==> config.mk <==
export PLATFORM = sky130hd
export DESIGN_NAME = systolic_tile_ctrl
export DESIGN_NICKNAME = d
export VERILOG_FILES = /design/src/rtl/systolic_tile_ctrl.sv
export SDC_FILE = /design/constraint.sdc
export NUM_CORES = 1
export LEC_CHECK = 0
export BUFFER_PORTS_ARGS = -buffer_cell sky130_fd_sc_hd__buf_2
export CORE_AREA = 5 5 147 149
export CTS_CLUSTER_SIZE = 8
export DETAILED_ROUTE_END_ITERATION = 16
export DIE_AREA = 0 0 152 154
export PLACE_DENSITY = 0.85
export SYNTH_ARGS = -nofsm -noshare
export SYNTH_HDL_FRONTEND = slang
export SYNTH_SLANG_ARGS = --single-unit
==> constraint.sdc <==
create_clock -name clk -period 13.6 [get_ports clk]
set_clock_uncertainty 0.15 [all_clocks]
set_input_delay 0.68 -clock clk [delete_from_list [all_inputs] [get_ports clk]]
set_output_delay 0.68 -clock clk [all_outputs]
set_load 0.005 [all_outputs]
==> src/rtl/systolic_tile_ctrl.sv <==
// Tile sequencer for an N x N systolic matrix-multiply array.
// Walks every (A row-tile, W column-tile) pair and produces skewed bank reads,
// per-PE multiply/accumulate enables and per-PE C RAM writes for each tile.
module systolic_tile_ctrl #(
  parameter int N        = 2,
  parameter int ADDR_W   = 8,
  parameter int C_ADDR_W = 8,
  parameter int SEG_W    = 7,
  parameter int LEN_W    = 8,
  parameter int RAM_LAT  = 1,
  parameter int MAC_LAT  = 1
) (
  input  logic                  clk,
  input  logic                  rst,
  input  logic                  start,
  input  logic [SEG_W-1:0]      a_seg_cnt,
  input  logic [SEG_W-1:0]      w_seg_cnt,
  input  logic [LEN_W-1:0]      seg_length,
  output logic                  busy,
  output logic                  done,
  output logic                  err,
  output logic [N-1:0]          a_rden,
  output logic [N-1:0]          w_rden,
  output logic [N*ADDR_W-1:0]   a_addr,
  output logic [N*ADDR_W-1:0]   w_addr,
  output logic [N*N-1:0]        en_mult,
  output logic [N*N-1:0]        clr_accum,
  output logic [N*N-1:0]        c_wren,
  output logic [C_ADDR_W-1:0]   c_addr
);

  // Fixed part of the tile period: skew across the array plus pipeline latencies.
  localparam int TOFF  = 2 * (N - 1) + RAM_LAT + MAC_LAT;
  localparam int CYC_W = $clog2((1 << LEN_W) + TOFF + 1);

  // Width wide enough for every size product and for the 2^W limits.
  localparam int P1 = SEG_W + LEN_W;
  localparam int P2 = 2 * SEG_W;
  localparam int P3 = ADDR_W + 1;
  localparam int P4 = C_ADDR_W + 1;
  localparam int P12 = (P1 > P2) ? P1 : P2;
  localparam int P34 = (P3 > P4) ? P3 : P4;
  localparam int PW  = (P12 > P34) ? P12 : P34;

  typedef enum logic [1:0] {IDLE, RUN, DONE} state_t;

  state_t               state_q, state_d;
  logic [CYC_W-1:0]     cyc_q, cyc_d;
  logic [SEG_W-1:0]     a_cnt_q, a_cnt_d, w_cnt_q, w_cnt_d;
  logic [SEG_W-1:0]     ta_q, ta_d, tw_q, tw_d;
  logic [LEN_W-1:0]     len_q, len_d;
  logic [ADDR_W-1:0]    a_base_q, a_base_d, w_base_q, w_base_d;
  logic [C_ADDR_W-1:0]  c_addr_q, c_addr_d;
  logic                 err_q, err_d;

  logic                 bad;
  logic [PW-1:0]        prod_al, prod_wl, prod_aw;
  logic [CYC_W-1:0]     len_ext, t_last;
  logic [ADDR_W-1:0]    len_addr;

  // Parameter legality for the values presented with start.
  always_comb begin
    prod_al = PW'(a_seg_cnt) * PW'(seg_length);
    prod_wl = PW'(w_seg_cnt) * PW'(seg_length);
    prod_aw = PW'(a_seg_cnt) * PW'(w_seg_cnt);
    bad = (a_seg_cnt == '0) || (w_seg_cnt == '0) || (seg_length == '0) ||
          (prod_al > (PW'(1) << ADDR_W)) ||
          (prod_wl > (PW'(1) << ADDR_W)) ||
          (prod_aw > (PW'(1) << C_ADDR_W));
  end

  assign len_ext  = CYC_W'(len_q);
  assign t_last   = len_ext + CYC_W'(TOFF - 1);
  assign len_addr = ADDR_W'(len_q);

  // State and run-context registers.
  always_ff @(posedge clk) begin
    if (rst) begin
      state_q  <= IDLE;
      cyc_q    <= '0;
      a_cnt_q  <= '0;
      w_cnt_q  <= '0;
      ta_q     <= '0;
      tw_q     <= '0;
      len_q    <= '0;
      a_base_q <= '0;
      w_base_q <= '0;
      c_addr_q <= '0;
      err_q    <= 1'b0;
    end else begin
      state_q  <= state_d;
      cyc_q    <= cyc_d;
      a_cnt_q  <= a_cnt_d;
      w_cnt_q  <= w_cnt_d;
      ta_q     <= ta_d;
      tw_q     <= tw_d;
      len_q    <= len_d;
      a_base_q <= a_base_d;
      w_base_q <= w_base_d;
      c_addr_q <= c_addr_d;
      err_q    <= err_d;
    end
  end

  // Next state: tile walk with ta outer, tw inner; bases advance by L per step.
  always_comb begin
    state_d  = state_q;
    cyc_d    = cyc_q;
    a_cnt_d  = a_cnt_q;
    w_cnt_d  = w_cnt_q;
    ta_d     = ta_q;
    tw_d     = tw_q;
    len_d    = len_q;
    a_base_d = a_base_q;
    w_base_d = w_base_q;
    c_addr_d = c_addr_q;
    err_d    = err_q;
    case (state_q)
      IDLE: begin
        if (start) begin
          a_cnt_d  = a_seg_cnt;
          w_cnt_d  = w_seg_cnt;
          len_d    = seg_length;
          err_d    = bad;
          cyc_d    = '0;
          ta_d     = '0;
          tw_d     = '0;
          a_base_d = '0;
          w_base_d = '0;
          c_addr_d = '0;
          state_d  = bad ? DONE : RUN;
        end
      end
      RUN: begin
        if (cyc_q != t_last) begin
          cyc_d = cyc_q + CYC_W'(1);
        end else begin
          cyc_d = '0;
          if (tw_q != w_cnt_q - SEG_W'(1)) begin
            tw_d     = tw_q + SEG_W'(1);
            w_base_d = w_base_q + len_addr;
            c_addr_d = c_addr_q + C_ADDR_W'(1);
          end else if (ta_q != a_cnt_q - SEG_W'(1)) begin
            tw_d     = '0;
            w_base_d = '0;
            ta_d     = ta_q + SEG_W'(1);
            a_base_d = a_base_q + len_addr;
            c_addr_d = c_addr_q + C_ADDR_W'(1);
          end else begin
            state_d = DONE;
          end
        end
      end
      DONE:    state_d = IDLE;
      default: state_d = IDLE;
    endcase
  end

  // Output decode: skewed windows relative to the in-tile cycle counter.
  always_comb begin
    busy      = (state_q != IDLE);
    done      = (state_q == DONE);
    err       = err_q;
    a_rden    = '0;
    w_rden    = '0;
    a_addr    = '0;
    w_addr    = '0;
    en_mult   = '0;
    clr_accum = '0;
    c_wren    = '0;
    c_addr    = '0;
    if (state_q == RUN) begin
      c_addr = c_addr_q;
      for (int unsigned i = 0; i < N; i++) begin
        if (cyc_q >= CYC_W'(i) && cyc_q < CYC_W'(i) + len_ext) begin
          a_rden[i] = 1'b1;
          w_rden[i] = 1'b1;
          a_addr[i*ADDR_W +: ADDR_W] = a_base_q + ADDR_W'(cyc_q - CYC_W'(i));
          w_addr[i*ADDR_W +: ADDR_W] = w_base_q + ADDR_W'(cyc_q - CYC_W'(i));
        end
        for (int unsigned j = 0; j < N; j++) begin
          if (cyc_q >= CYC_W'(RAM_LAT + i + j) &&
              cyc_q < CYC_W'(RAM_LAT + i + j) + len_ext)
            en_mult[i*N + j] = 1'b1;
          if (cyc_q == CYC_W'(RAM_LAT + i + j))
            clr_accum[i*N + j] = 1'b1;
          if (cyc_q == CYC_W'(RAM_LAT + i + j + MAC_LAT - 1) + len_ext)
            c_wren[i*N + j] = 1'b1;
        end
      end
    end
  end

endmodule
==> results_dict.tcl <==
set metrics [dict create \
    status "finished, final reports clean" \
    hold_viol 0 \
    synth_nets 1755 \
    worst-setup-path-type "in -> reg" \
    synth_area_um2 11800 \
    final.setup.tns_ns 0 \
    start_util_pct 59.1 \
    ant_nets 0 \
    post-route-min-period_ns 6.28 \
    drt_iter0_drc 823 \
    gp_congestion 0.951 \
    utilization_pct 63.2 \
    crit_path_max_fanout 16 \
    synth_area_leaders "ha_1 20%, fa_1 15%, dfxtp_1 12%" \
    die_area_um2 23400 \
    hold_class "reg -> reg" \
    grt_pass1_vias 10700 \
    drc 0 \
    via_per_inst 6.05 \
    yosys.area_share.xor_xnor_pct 7.25 \
    end_kind "flip-flop" \
    p_total_mw 1.21 \
    ys_warn_count 0 \
    synth_compound_area_share_pct 15.4 \
    clk_pin_slew_worst_paths_ns 0.05 \
    grt_max_degree 65 \
    final_cells 1765 \
    fmaxAchievable_mhz 159 \
    track_usage_pct 25.4 \
    root_buffer "clkbuf_16" \
    rsz0062_at_grt "false" \
    clock-sinks 72 \
    netlist.area_leader.share_pct 19.7 \
    die_y_um 154 \
    antenna_found_initial 0 \
    finalSetupViolations 0 \
    seq_area_um2 1440 \
    wire_per_inst_um 17.1 \
    die_w_um 152 \
    fillCellCount 1737 \
    numCtsBuffers 9 \
    ys_types 73 \
    yosys.area_share.simple_pct 24.4 \
    routed-via-count 10700 \
    peakVddDrop_v 0.0000926 \
    placed_cells 1749 \
    postCtsSetupBuffers 0 \
    worst_hold_slack_ns 0.318 \
    tritoncts "built" \
    multi_input_area_um2 9720 \
    nets 1789 \
    p_leak_nw 6.23 \
    critPathRequiredTime_ns 13.70 \
    grt-ovfl-total 0 \
    hold_buffers 0 \
    n_antenna_cell 0 \
    crit_path_start_kind "input pin" \
    avgSynthCellArea_um2 8.13 \
    core_um2 20000 \
    grt_pass1_wl_um 50500 \
    slew_violations 0 \
    fp-row-count 52 \
    ys_async_sr_fraction_pct 0 \
    cp.arrival_ns 6.39 \
    power_density_nw_per_um2 95.7 \
    worst_slew_pin_slew_ns 1.18 \
    dp_hpwl_um 23200 \
    synth_fa_ha_area_share_pct 34.5 \
    ys_ff_latch 72 \
    syn2layout_area_growth_pct 6.97 \
    dominantRegCellSynth "dfxtp_1" \
    clock_path_buffers 2 \
    firstDrtPassIters 7 \
    syn_inst 1456 \
    min_period_over_period_pct 46.2 \
    drive_gt1_share_pct 7.83 \
    clkLatencyLatePin_ns 0.34 \
    max_slew_margin_pct 21.0 \
    ios 84 \
    portBuffers 83 \
    muxShareOfSynthArea_pct 0.507 \
    yosysSeqAreaShare_pct 12.2 \
    wirelength_um 30300 \
    cts_resized 0 \
    yosysTopAreaCell "ha_1" \
    synth_edf_count 0 \
    htreeDepth 3 \
    maxCapViolCount 0 \
    synth_top_family_by_area "adder cells" \
]
==> layer usage <==
metal / share of wire (%) / wire length (um) / GRT usage, % / up-vias
met2: 48 / 14600 / 45.7 / 422
met1: 42 / 12600 / 30.6 / 5072
met5: 0 / 0 / 0 / -
met3: 6.5 / 1960 / 3.63 / 91
met4: 3.6 / 1090 / 9.85 / 0
li1: - / - / - / 5099
==> placed cells by master, fill, tap and decap left out, types with 38 or more instances in the layout <==
master / n
a21o_1: 38
a21oi_1: 85
and2_1: 137
buf_2: 83
dfxtp_1: 72
fa_1: 88
ha_1: 186
inv_1: 110
nand2_1: 138
nor2_1: 102
o21ai_0: 38
xnor2_1: 61
==> metrics by stage <==
step / worst slack [ns] / cell area [um2]
global placement: 7.18 / 12400
CTS: 7.37 / 12700
global route: 7.00 / 12700
detailed placement: 7.04 / 12400
floorplan: 7.61 / 11800
finish: 7.32 / 12700
==> cell usage after synthesis, types with 6 or more instances <==
master and n:
nand2_1 138, and3_1 11, clkbuf_1 56, mux2i_1 6, nor3_1 32, fa_1 88, or3_1 14, xnor2_1 61
nor2_1 102, a21oi_1 85, or4_1 6, dfxtp_1 72, a31oi_1 14, nor4_1 12, a22oi_1 7, a211oi_1 7
a2111oi_0 9, nor2b_1 17, o21a_1 12, nand4_1 16, xor2_1 37, inv_1 110, and2_1 137, nand3_1 26
nand2b_1 14, a21o_1 38, o21ai_0 38, ha_1 186, buf_4 6
==> cell families after synthesis <==
logic type                 after synthesis
and+or+nand+nor                        558
adders and majority gates              274
buffers and inverters                  174
DFF                                     72
xor gates and xnor gates                98
muxes                                    6
AOI/OAI and AO/OA                      274
==> flip-flops by register name, indices dropped and copies added, names as in the netlist, 2 cells and up <==
name / count
a_cnt_q: 7
tw_q: 7
w_cnt_q: 7
c_addr_q: 8
a_base_q: 8
len_addr: 8
state_q: 2
w_base_q: 8
ta_q: 7
cyc_q: 9
==> where the power goes <==
group	switching (mW)	internal, mW
sequential	0.0119	0.217
clock	0.0949	0.148
combinational	0.432	0.309
total	0.539	0.673
==> final timing paths <==
path	start	end	slack (ns)	cells after the start
setup / recovery	seg_length[0]	state_q[0]$_SDFFE_PP0P_	7.32	18
hold / removal	a_cnt_q[6]$_SDFFE_PP0P_	a_cnt_q[6]$_SDFFE_PP0P_	0.32	2
hold reg to reg	a_cnt_q[6]$_SDFFE_PP0P_	a_cnt_q[6]$_SDFFE_PP0P_	0.32	2
setup reg to reg	len_addr[2]$_SDFFE_PP0P_	a_base_q[3]$_SDFFE_PP0P_	8.91	13
==> critical path, cell delays in order <==
cell,delay (ns)
buf_2,0.28
nand2_1,0.13
fa_1,0.52
fa_1,0.54
inv_1,0.05
fa_1,0.53
inv_1,0.05
fa_1,0.53
inv_1,0.04
ha_1,0.34
and3_2,0.20
a221oi_1,0.68
nor3b_1,0.21
a221oi_1,0.26
o221ai_1,0.16
or4_4,0.44
or4_4,0.52
a211oi_2,0.21
==> area by class of cell <==
class	count	share of cell area [%]
inverter	110	3.26
multi-input combinational	1210	76.8
sequential	72	11.4
clock inverter	6	0.533
tap	270	2.67
timing repair buffer	87	3.52
clock buffer	10	1.89
Note: power is estimated with default switching activity, not from simulation.
